$ cat src/rtl/ev_ctrl_pkg.sv
// rtl/ev_ctrl_pkg.sv - shared state codes and defaults for the EV drive stage
package ev_ctrl_pkg;
   localparam int RAMP_DIV_DEFAULT = 16;
   localparam int PWM_BITS_DEFAULT = 8;
   localparam int PRESC_W          = 16;

   typedef enum logic [2:0] {
      ST_OFF   = 3'd0,
      ST_RAMP  = 3'd1,
      ST_RUN   = 3'd2,
      ST_BRAKE = 3'd3,
      ST_FAULT = 3'd4
   } drive_state_e;
endpackage

$ cat src/rtl/ev_pwm_drive_stage_if.sv
// rtl/ev_pwm_drive_stage_if.sv - control/status bundle between power control and the drive stage
interface ev_pwm_drive_stage_if
   import ev_ctrl_pkg::*;
#(
   parameter int PWM_BITS = PWM_BITS_DEFAULT
);
   logic                enable;
   logic [PWM_BITS-1:0] speed_cmd;
   logic                speed_valid;
   logic                brake_active;
   logic                fault_in;
   logic                fault_clear;
   logic                pwm_out;
   logic [PWM_BITS-1:0] duty_now;
   logic [2:0]          state;
   logic                ramp_busy;
   logic                fault_latched;

   modport master (
      output enable, speed_cmd, speed_valid, brake_active, fault_in, fault_clear,
      input  pwm_out, duty_now, state, ramp_busy, fault_latched
   );

   modport slave (
      input  enable, speed_cmd, speed_valid, brake_active, fault_in, fault_clear,
      output pwm_out, duty_now, state, ramp_busy, fault_latched
   );
endinterface

$ cat src/rtl/pwm_gen.sv
// rtl/pwm_gen.sv - free-running PWM counter with period-aligned duty latch and registered compare
module pwm_gen
   import ev_ctrl_pkg::*;
#(
   parameter int PWM_BITS = PWM_BITS_DEFAULT
) (
   input  logic                clk,
   input  logic                rst,
   input  logic                kill_i,
   input  logic [PWM_BITS-1:0] duty_i,
   output logic                pwm_o
);
   logic [PWM_BITS-1:0] cnt_q;
   logic [PWM_BITS-1:0] applied_q;
   logic                pwm_q;

   // Duty is only picked up on the last count so each period is uniform;
   // kill bypasses that and drops the gate in the same clock.
   always_ff @(posedge clk or posedge rst) begin
      if (rst) begin
         cnt_q     <= '0;
         applied_q <= '0;
         pwm_q     <= 1'b0;
      end else begin
         cnt_q <= cnt_q + PWM_BITS'(1);
         if (kill_i) begin
            applied_q <= '0;
            pwm_q     <= 1'b0;
         end else begin
            pwm_q <= (cnt_q < applied_q);
            if (&cnt_q) begin
               applied_q <= duty_i;
            end
         end
      end
   end

   assign pwm_o = pwm_q;
endmodule

$ cat src/rtl/ev_pwm_drive_stage.sv
// rtl/ev_pwm_drive_stage.sv - EV motor drive stage: mode FSM, slewed duty and gate PWM
module ev_pwm_drive_stage
   import ev_ctrl_pkg::*;
#(
   parameter int RAMP_DIV = RAMP_DIV_DEFAULT,
   parameter int PWM_BITS = PWM_BITS_DEFAULT
) (
   input logic                  clk,
   input logic                  rst,
   ev_pwm_drive_stage_if.slave  bus
);
   localparam logic [PRESC_W-1:0] PRESC_LAST = PRESC_W'(RAMP_DIV - 1);

   drive_state_e        state_q, state_d;
   logic [PWM_BITS-1:0] target_q, target_d;
   logic [PWM_BITS-1:0] duty_q, duty_d, duty_step;
   logic [PRESC_W-1:0]  presc_q, presc_d;
   logic                ramp_busy_q, fault_latched_q;
   logic                wrap, pwm_kill, pwm;

   // A strobe on a wrap cycle slews toward the freshly captured value.
   assign target_d = bus.speed_valid ? bus.speed_cmd : target_q;
   assign wrap     = (presc_q == PRESC_LAST);
   assign presc_d  = wrap ? '0 : presc_q + PRESC_W'(1);

   always_comb begin
      duty_step = duty_q;
      if (wrap && (duty_q < target_d)) begin
         duty_step = duty_q + PWM_BITS'(1);
      end else if (wrap && (duty_q > target_d)) begin
         duty_step = duty_q - PWM_BITS'(1);
      end
   end

   always_comb begin
      state_d = state_q;
      duty_d  = duty_q;
      if (bus.fault_in) begin
         state_d = ST_FAULT;
         duty_d  = '0;
      end else if (state_q == ST_FAULT) begin
         duty_d = '0;
         if (bus.fault_clear) begin
            state_d = ST_OFF;
         end
      end else if (!bus.enable) begin
         state_d = ST_OFF;
         duty_d  = '0;
      end else if (bus.brake_active) begin
         duty_d  = '0;
         state_d = (state_q == ST_RAMP || state_q == ST_RUN || state_q == ST_BRAKE) ? ST_BRAKE : ST_OFF;
      end else begin
         case (state_q)
            ST_RAMP, ST_RUN: begin
               duty_d  = duty_step;
               state_d = (duty_q == target_d) ? ST_RUN : ST_RAMP;
            end
            // OFF, BRAKE and the unused codes all start a ramp from zero
            default: begin
               duty_d  = '0;
               state_d = (target_d != '0) ? ST_RAMP : ST_OFF;
            end
         endcase
      end
   end

   always_ff @(posedge clk or posedge rst) begin
      if (rst) begin
         state_q         <= ST_OFF;
         target_q        <= '0;
         duty_q          <= '0;
         presc_q         <= '0;
         ramp_busy_q     <= 1'b0;
         fault_latched_q <= 1'b0;
      end else begin
         state_q         <= state_d;
         target_q        <= target_d;
         duty_q          <= duty_d;
         presc_q         <= presc_d;
         ramp_busy_q     <= (state_d == ST_RAMP);
         fault_latched_q <= (state_d == ST_FAULT);
      end
   end

   assign pwm_kill = bus.fault_in | (state_q == ST_FAULT);

   pwm_gen #(.PWM_BITS(PWM_BITS)) u_pwm_gen (
      .clk    (clk),
      .rst    (rst),
      .kill_i (pwm_kill),
      .duty_i (duty_q),
      .pwm_o  (pwm)
   );

   assign bus.pwm_out       = pwm;
   assign bus.duty_now      = duty_q;
   assign bus.state         = state_q;
   assign bus.ramp_busy     = ramp_busy_q;
   assign bus.fault_latched = fault_latched_q;
endmodule

$ cat src/flat_wrapper.sv
// flat-port wrapper written by rule: the top's interface ports become plain ports
module ev_pwm_drive_stage_flat import ev_ctrl_pkg::*;
#(
   parameter int RAMP_DIV = RAMP_DIV_DEFAULT,
   parameter int PWM_BITS = PWM_BITS_DEFAULT
)
  (clk, rst, bus_enable, bus_speed_cmd, bus_speed_valid, bus_brake_active, bus_fault_in, bus_fault_clear, bus_pwm_out, bus_duty_now, bus_state, bus_ramp_busy, bus_fault_latched);
  ev_pwm_drive_stage_if #(.PWM_BITS(PWM_BITS)) bus_i ();
  input logic clk;
  input logic rst;
  input wire logic [$bits(bus_i.enable)-1:0] bus_enable;
  input wire logic [$bits(bus_i.speed_cmd)-1:0] bus_speed_cmd;
  input wire logic [$bits(bus_i.speed_valid)-1:0] bus_speed_valid;
  input wire logic [$bits(bus_i.brake_active)-1:0] bus_brake_active;
  input wire logic [$bits(bus_i.fault_in)-1:0] bus_fault_in;
  input wire logic [$bits(bus_i.fault_clear)-1:0] bus_fault_clear;
  output wire logic [$bits(bus_i.pwm_out)-1:0] bus_pwm_out;
  output wire logic [$bits(bus_i.duty_now)-1:0] bus_duty_now;
  output wire logic [$bits(bus_i.state)-1:0] bus_state;
  output wire logic [$bits(bus_i.ramp_busy)-1:0] bus_ramp_busy;
  output wire logic [$bits(bus_i.fault_latched)-1:0] bus_fault_latched;
  assign bus_i.enable = bus_enable;
  assign bus_i.speed_cmd = bus_speed_cmd;
  assign bus_i.speed_valid = bus_speed_valid;
  assign bus_i.brake_active = bus_brake_active;
  assign bus_i.fault_in = bus_fault_in;
  assign bus_i.fault_clear = bus_fault_clear;
  assign bus_pwm_out = bus_i.pwm_out;
  assign bus_duty_now = bus_i.duty_now;
  assign bus_state = bus_i.state;
  assign bus_ramp_busy = bus_i.ramp_busy;
  assign bus_fault_latched = bus_i.fault_latched;
  ev_pwm_drive_stage #(.RAMP_DIV(RAMP_DIV), .PWM_BITS(PWM_BITS)) u_core (.clk(clk), .rst(rst), .bus(bus_i));
endmodule
$ cat config.mk
export PLATFORM = sky130hd
export DESIGN_NAME = ev_pwm_drive_stage_flat
export DESIGN_NICKNAME = d
export VERILOG_FILES = /design/src/rtl/ev_ctrl_pkg.sv /design/src/rtl/ev_pwm_drive_stage_if.sv /design/src/rtl/pwm_gen.sv /design/src/rtl/ev_pwm_drive_stage.sv /design/src/flat_wrapper.sv
export SDC_FILE = /design/constraint.sdc
export NUM_CORES = 1
export LEC_CHECK = 0
export CAP_MARGIN = 25
export CELL_PAD_IN_SITES_DETAIL_PLACEMENT = 1
export CELL_PAD_IN_SITES_GLOBAL_PLACEMENT = 2
export CORE_ASPECT_RATIO = 1.2
export CORE_UTILIZATION = 37
export DETAILED_ROUTE_END_ITERATION = 8
export PLACE_DENSITY_LB_ADDON = 0.1
export SETUP_SLACK_MARGIN = 0.5
export SKIP_CTS_REPAIR_TIMING = 1
export SYNTH_ARGS = -nofsm -noshare
export SYNTH_HDL_FRONTEND = slang
export SYNTH_HIERARCHICAL = 1
export SYNTH_SLANG_ARGS = --single-unit
$ cat constraint.sdc
create_clock -name clk -period 3.8 [get_ports clk]
set_input_delay 1.14 -clock clk [delete_from_list [all_inputs] [get_ports clk]]
set_output_delay 1.14 -clock clk [all_outputs]
set_load 0.01 [all_outputs]
==> results of run 1 <==
==> routing by layer <==
layer | up-vias | global-route usage, % | wire length (um)
li1 | 1119 | - | -
met1 | 1152 | 21.6 | 3270
met2 | 24 | 30.7 | 3690
met3 | 10 | 2.47 | 128
met4 | 0 | 5.57 | 92
met5 | - | 0 | 0
==> logic make-up (layout without fill, tap and decap cells) <==
family | Yosys count | after routing | synth area share [%]
mux | 20 | 20 | 6.75
compound gates | 34 | 34 | 8.05
xor+xnor | 25 | 25 | 7.33
buf+inv | 24 | 92 | 3.19
simple gates | 102 | 102 | 18.8
fa+ha+maj | 25 | 25 | 10.6
flops | 54 | 54 | 45.3
==> cells in the final DEF, fill, tap and decap left out, types with 7 or more instances in the layout <==
master           count
mux2i_1             12
ha_1                17
xnor2_1             15
nand2_1             12
nand2b_1            19
nor2_1              26
xor2_1               8
nand3_1              8
buf_4               30
dlymetal6s2s_1       7
clkdlybuf4s50_1     19
dfrtp_1             54
inv_1               21
==> registers in the layout, indices dropped and copies added, names as in the netlist <==
register,flops
u_core/target_q,8
u_core/bus.fault_latched,1
u_core/u_pwm_gen/pwm_o,1
u_core/bus.ramp_busy,1
u_core/bus.duty_now,8
u_core/u_pwm_gen/cnt_q,8
u_core/bus.state,3
u_core/u_pwm_gen/applied_q,8
u_core/presc_q,16
==> per-stage QoR <==
step | cells | TNS (ns)
floorplan | 284 | -0.289
global route | 444 | -0.299
CTS | 434 | -1.79
detailed placement | 427 | -3.93
finish | 444 | -0.182
global placement | 427 | -3.44
==> power groups by stage <==
stage	Combinational (mW)	Sequential, mW	Clock, mW
final	0.116	0.594	0.321
after global routing	0.128	0.596	0.358
after CTS	0.0907	0.592	0.341
after detailed placement	0.0907	0.603	0
after global placement	0.0891	0.603	0
after floorplan	0.0469	0.602	0
==> worst reg2reg max path, cell delays in order (launching register included) <==
cell,delay (ns)
dfrtp_1,0.43
mux2i_4,0.19
ha_4,0.23
nor2b_4,0.12
o211ai_1,0.27
a21oi_2,0.11
or3_4,0.48
ha_4,0.28
a21o_1,0.19
a221oi_2,0.28
a21oi_1,0.12
or3_1,0.38
a31oi_1,0.19
a41o_1,0.11
==> how the worst min path moves through the flow <==
stage / startpoint / to / slack, ns / cells after the start
after floorplan: u_core/presc_q[0] / u_core/presc_q[0] / 0.45 / 1
after global placement: u_core/presc_q[15] / u_core/presc_q[15] / 0.47 / 1
after detailed placement: u_core/presc_q[15] / u_core/presc_q[15] / 0.47 / 1
after CTS: u_core/presc_q[15] / u_core/presc_q[15] / 0.49 / 1
after global routing: u_core/presc_q[15] / u_core/presc_q[15] / 0.51 / 1
final: u_core/presc_q[15] / u_core/presc_q[15] / 0.48 / 1
==> cell type report <==
class	count	area [um2]
timing repair buffer	64	599
inverter	21	78.8
fill	878	3770
tap	92	115
clock buffer	5	68.8
sequential	54	1350
clock inverter	2	13.8
multi-input combinational	206	1760
==> results by group, run 1 <==
Synthesis
  – Top post-synthesis cells by count: dfrtp_1 (54), nor2_1 (26), ha_1 (23)
  – Most frequent cell after synthesis: dfrtp_1
  – Leading area contributor after synthesis: dfrtp_1
  – Post-synth EDFFs: 0
  – Synth Instances: 284
  – Synth Area per Inst: 10.5 um2
  – Synth warnings: 6
  – FFs w/ async S/R, synth: 100%
  – Main flop type after synthesis: dfrtp_1
  – Sequential element share of the synthesized area: 45.3%
  – Mapped Nets: 323
  – Post-synthesis cell area: 0.00299 mm2
  – Synth area leaders: dfrtp_1 (45%), ha_1 (9.6%), mux2i_1 (6.4%)
  – Post-synth top area share: 45.3%
  – Unique masters post-synth: 46
  – Register bit total from synthesis: 54

Pwr
  – Clk pwr share: 31.1%
  – Sw Ratio: 24.8%
  – Seq pwr share: 57.6%
  – Design Power: 1.03 mW
  – Combinational share of power: 11.3%
  – Net switching power: 0.256 mW
  – Worst VDD drop: 160 uV
  – Cell Pwr Density: 259 mW/mm2
  – Static Leakage: 1.81 nW
  – P_int: 0.775 mW

Setup path
  – Crit end category: flop
  – Critical path's largest stage delay: 0.48 ns
  – Worst reg-to-reg setup slack: 0.37 ns
  – Crit path from: bus_speed_valid
  – Max stage delay cell, worst path: or3_4
  – CP arrival: 4.24 ns
  – CP dominant cell by count: ha_4
  – Nature of the critical path startpoint: input pin
  – Cell family contributing the most delay on the critical path: compound AO/OA/AOI/OAI gates
  – FF-to-FF Start: u_core/target_q[1]
  – Sequence of cells on the critical path: buf_8 > mux2i_4 > ha_4 > nor2b_4 > o211ai_1 > a21oi_2 > or3_4 > ha_4 > a21o_1 > a221oi_2 > a21oi_1 > or3_1 > a31oi_1 > a41o_1
  – Crit-path max FO: 6
  – Critical path required time: 4.05 ns
  – Buf/Inv on CP: 1
  – Reg2reg path depth: 13
  – WS Path Type: in -> reg
  – Critical Path Sink: u_core/bus.duty_now[7]
  – Worst r2r dst: u_core/bus.duty_now[7]
  – Cell depth of the worst setup path: 14

Global route
  – Tot GR Track Use: 17.3%
  – Largest net degree at the start of global routing: 38
  – Initial antenna violation count: 0
  – Number of global-route vias before repair: 2334
  – First-pass GRT wire length: 11300 um
  – GRT Residual Overflow: 0

Outcome
  – Violated checks: DRC, setup timing
  – Status: finished, violations left

Placed design
  – DP Wirelength: 5410 um
  – Setup WS pre-CTS: -0.913 ns
  – I/O Buffers: 28
  – RePlAce Congestion: 0.737
  – DP Area: 0.00364 mm2

Layout
  – Area growth, synth to finish: 33.4%
  – Final Cell Area: 0.00398 mm2
  – Antenna Cells: 0
  – Layout Utilization: 51.4%
  – Layout cells sized above 1: 22.2%
  – Final net count: 391

Timing
  – Fin crit period: 3.98 ns
  – Relative slew slack: 55.8%
  – Final setup viols: 1
  – RSZ-0062 raised after global routing: yes
  – Final WS setup: -0.182 ns
  – WHS: 0.483 ns
  – Clock Skew: 0.00440 ns
  – Max-slew violation count: 0
  – Final Hold Viols: 0
  – Max Fclk: 251 MHz
  – Final Cycle Share: 105%
  – Worst-margin pin slew: 0.662 ns

Drt
  – Drc violations: 5
  – Drt wl/cell: 16.2 um
  – Via Count: 2305
  – Via/cell ratio: 5.19
  – DR pass1 iterations: 6
  – Initial DRC Count: 53
  – Final ANT Viol Nets: 0
  – Final wirelength: 7190 um

Die
  – Height of the die: 100 um
  – Die area: 0.00843 mm2
  – Core Area: 0.00775 mm2
  – Horiz. Die Dim: 84 um
  – Rows: 35
  – IO Pins: 29
  – Starting density of the core: 38.5%

Clock tree
  – Skew-Pair Late Insertion Delay: 0.31 ns
  – TritonCTS Buffers: 5
  – Clock Tree Root: clkbuf_8
  – Clock sink total: 54
  – Clk slew on worst S/H paths: 0.10 ns
  – H-tree levels: 2
  – Largest buffer count on any clock path: 2
  – TritonCTS clock tree: done

Job
  – Number of max-cap violations: 0

Worst hold path
  – Tightest Hold Check Type: reg -> reg
Note: power is estimated with default switching activity, not from simulation.
==> run 2, diff against run 1 <==
--- a/config.mk
+++ b/config.mk
@@ -9,7 +9,9 @@
 export CELL_PAD_IN_SITES_DETAIL_PLACEMENT = 1
 export CELL_PAD_IN_SITES_GLOBAL_PLACEMENT = 2
 export CORE_ASPECT_RATIO = 1.2
-export CORE_UTILIZATION = 37
+export CORE_UTILIZATION = 39
+export CTS_BUF_LIST = sky130_fd_sc_hd__clkbuf_4
+export CTS_CLUSTER_DIAMETER = 100
 export DETAILED_ROUTE_END_ITERATION = 8
 export PLACE_DENSITY_LB_ADDON = 0.1
 export SETUP_SLACK_MARGIN = 0.5
==> run 2 against run 1 <==
Effect of this change: the flow finishes with violations (setup timing); power shrank 5.6%; sequential power is essentially flat; first-iteration DRC count shrank 15%; clock-buffer cell count grew 1; clock power shrank 17%; wire length grew 3.7%; via count shrank 0.39%; register-to-register slack gained 0.04 ns; critical path type unchanged; critical endpoint unchanged.
==> results by group, run 2 (synthesis gave the netlist of run 1 again) <==
Outcome
  – Status: finished, violations left (unchanged)
  – Violated checks: setup timing (was DRC, setup timing)

Timing
  – Max Fclk: 259 MHz (was 251 MHz)
  – Worst-margin pin slew: 0.698 ns (was 0.662 ns)
  – Final WS setup: -0.0552 ns (was -0.182 ns)
  – Fin crit period: 3.86 ns (was 3.98 ns)
  – Max-slew violation count: 0 (unchanged)
  – Clock Skew: 0.0119 ns (was 0.00440 ns)
  – Final Hold Viols: 0 (unchanged)
  – Relative slew slack: 53.4% (was 55.8%)
  – Setup TNS: -0.0552 ns (was -0.182 ns)
  – RSZ-0062 raised after global routing: yes (unchanged)
  – Final setup viols: 1 (unchanged)
  – Final Cycle Share: 101% (was 105%)

Setup path
  – Crit-path max FO: 6 (unchanged)
  – Nature of the critical path startpoint: input pin (unchanged)
  – WS Path Type: in -> reg (unchanged)
  – Crit end category: flop (unchanged)
  – Critical path required time: 4.07 ns (was 4.05 ns)
  – CP arrival: 4.13 ns (was 4.24 ns)

Pwr
  – Combinational share of power: 11.6% (was 11.3%)
  – Static Leakage: 1.80 nW (was 1.81 nW)
  – Net switching power: 0.247 mW (was 0.256 mW)
  – Seq pwr share: 61.2% (was 57.6%)
  – Clk pwr share: 27.2% (was 31.1%)
  – Sw Ratio: 25.3% (was 24.8%)
  – Design Power: 0.974 mW (was 1.03 mW)
  – P_int: 0.727 mW (was 0.775 mW)
  – Cell Pwr Density: 245 mW/mm2 (was 259 mW/mm2)
  – Worst VDD drop: 132 uV (was 160 uV)

Drt
  – Final ANT Viol Nets: 0 (unchanged)
  – Drt wl/cell: 16.8 um (was 16.2 um)
  – Via Count: 2296 (was 2305)
  – Initial DRC Count: 45 (was 53)
  – Final wirelength: 7450 um (was 7190 um)
  – Drc violations: 0 (was 5)
  – Via/cell ratio: 5.18 (was 5.19)
  – DR pass1 iterations: 4 (was 6)

Worst hold path
  – Tightest Hold Check Type: reg -> reg (unchanged)

Clock tree
  – H-tree levels: 2 (unchanged)
  – Clock Tree Root: clkbuf_4 (was clkbuf_8)
  – Largest buffer count on any clock path: 2 (unchanged)
  – Clk slew on worst S/H paths: 0.16 ns (was 0.10 ns)
  – TritonCTS clock tree: done (unchanged)
  – Clock sink total: 54 (unchanged)
  – Skew-Pair Late Insertion Delay: 0.38 ns (was 0.31 ns)
  – TritonCTS Buffers: 5 (unchanged)

Job
  – Number of max-cap violations: 0 (unchanged)

Die
  – Height of the die: 97.8 um (was 100 um)
  – IO Pins: 29 (unchanged)
  – Rows: 34 (was 35)
  – Core Area: 0.00732 mm2 (was 0.00775 mm2)
  – Die area: 0.00801 mm2 (was 0.00843 mm2)
  – Horiz. Die Dim: 81.9 um (was 84 um)
  – Starting density of the core: 40.8% (was 38.5%)

Placed design
  – I/O Buffers: 28 (unchanged)
  – RePlAce Congestion: 0.700 (was 0.737)
  – DP Wirelength: 5500 um (was 5410 um)

Global route
  – Initial antenna violation count: 0 (unchanged)
  – Number of global-route vias before repair: 2497 (was 2334)
  – GRT Residual Overflow: 0 (unchanged)
  – Tot GR Track Use: 19.7% (was 17.3%)
  – First-pass GRT wire length: 12000 um (was 11300 um)
  – Largest net degree at the start of global routing: 38 (unchanged)

Layout
  – Antenna Cells: 0 (unchanged)
  – Final net count: 391 (unchanged)
  – Reg with most FFs: u_core/presc_q (unchanged)
  – Fillers: 807 (was 878)
  – Area growth, synth to finish: 32.9% (was 33.4%)
  – Largest register FFs: 16 (unchanged)
  – Layout cells sized above 1: 23.5% (was 22.2%)
  – Most frequent cells in the layout: dfrtp_1 (54), buf_4 (30), nor2_1 (26) (unchanged)
  – Commonest non-fill, non-tap cell in the layout: dfrtp_1 (unchanged)
run 2: per-stage QoR:
stage | hold slack (ns) | utilization (%) | std cells | area, um2 | setup WS, ns
finish | 0.484 | 54.2 | 443 | 3970 | -0.0552
global route | 0.509 | 54.2 | 443 | 3970 | -0.118
CTS | 0.490 | 50.4 | 434 | 3690 | -0.653
detailed placement | 0.464 | 49.6 | 426 | 3630 | -0.939
global placement | 0.465 | 49.6 | 426 | 3630 | -0.812
floorplan | 0.446 | - | 284 | 3060 | -0.289
run 2: layout make-up:
cell class                 instances  area [um2]  share of cell area, %
clock buffer                       6        45.0                   1.13
tap                               90         113                   2.84
multi-input combinational        206        1780                   44.8
sequential                        54        1350                   34.0
clock inverter                     2        13.8                  0.347
inverter                          21        78.8                   1.99
timing repair buffer              64         591                   14.9
run 2: layer usage:
metal | track usage, % | part of all wire [%] | vias up
met1 | 24.0 | 43 | 1142
met4 | 5.40 | 1.2 | 0
met3 | 2.71 | 1.6 | 7
li1 | - | - | 1126
met5 | 0 | 0 | -
met2 | 35.3 | 54 | 21
run 2: power groups by stage:
stage / registers, mW / clock network, mW / logic [mW]
6_report: 0.596 / 0.265 / 0.113
5_1_grt: 0.597 / 0.300 / 0.125
4_1_cts: 0.593 / 0.283 / 0.0916
2_1_floorplan: 0.602 / 0 / 0.0469
3_3_place_gp: 0.603 / 0 / 0.0895
3_5_place_dp: 0.603 / 0 / 0.0913
run 2: path summary, 6_finish.rpt:
path / startpoint / endpoint / slack [ns] / depth (start not counted)
worst min-delay path: u_core/presc_q[15] / u_core/presc_q[15] / 0.48 / 1
worst max-delay path: bus_speed_valid / u_core/bus.duty_now[7] / -0.06 / 13
worst min register to register: u_core/presc_q[15] / u_core/presc_q[15] / 0.48 / 1
max in group asynchronous: rst / u_core/u_pwm_gen/cnt_q[7] / 2.16 / 2
worst max register to register: u_core/target_q[1] / u_core/bus.duty_now[7] / 0.41 / 12
min in group asynchronous: rst / u_core/u_pwm_gen/cnt_q[3] / 1.20 / 2
run 2: critical path, stage by stage:
cell	delay [ns]
buf_8	0.09
mux2i_4	0.25
ha_4	0.23
nor2b_4	0.12
o211ai_1	0.24
a21oi_2	0.10
or3_4	0.46
ha_4	0.28
a21o_1	0.16
a221oi_2	0.30
a21oi_2	0.10
or3_4	0.40
a41o_1	0.27
==> run 3, diff against run 2 <==
--- a/config.mk
+++ b/config.mk
@@ -9,8 +9,7 @@
 export CELL_PAD_IN_SITES_DETAIL_PLACEMENT = 1
 export CELL_PAD_IN_SITES_GLOBAL_PLACEMENT = 2
 export CORE_ASPECT_RATIO = 1.2
-export CORE_UTILIZATION = 39
-export CTS_BUF_LIST = sky130_fd_sc_hd__clkbuf_4
+export CORE_UTILIZATION = 37
 export CTS_CLUSTER_DIAMETER = 100
 export DETAILED_ROUTE_END_ITERATION = 8
 export PLACE_DENSITY_LB_ADDON = 0.1
==> results of run 3 <==
No change in the layout: final DEF, timing and power equal those of run 1.
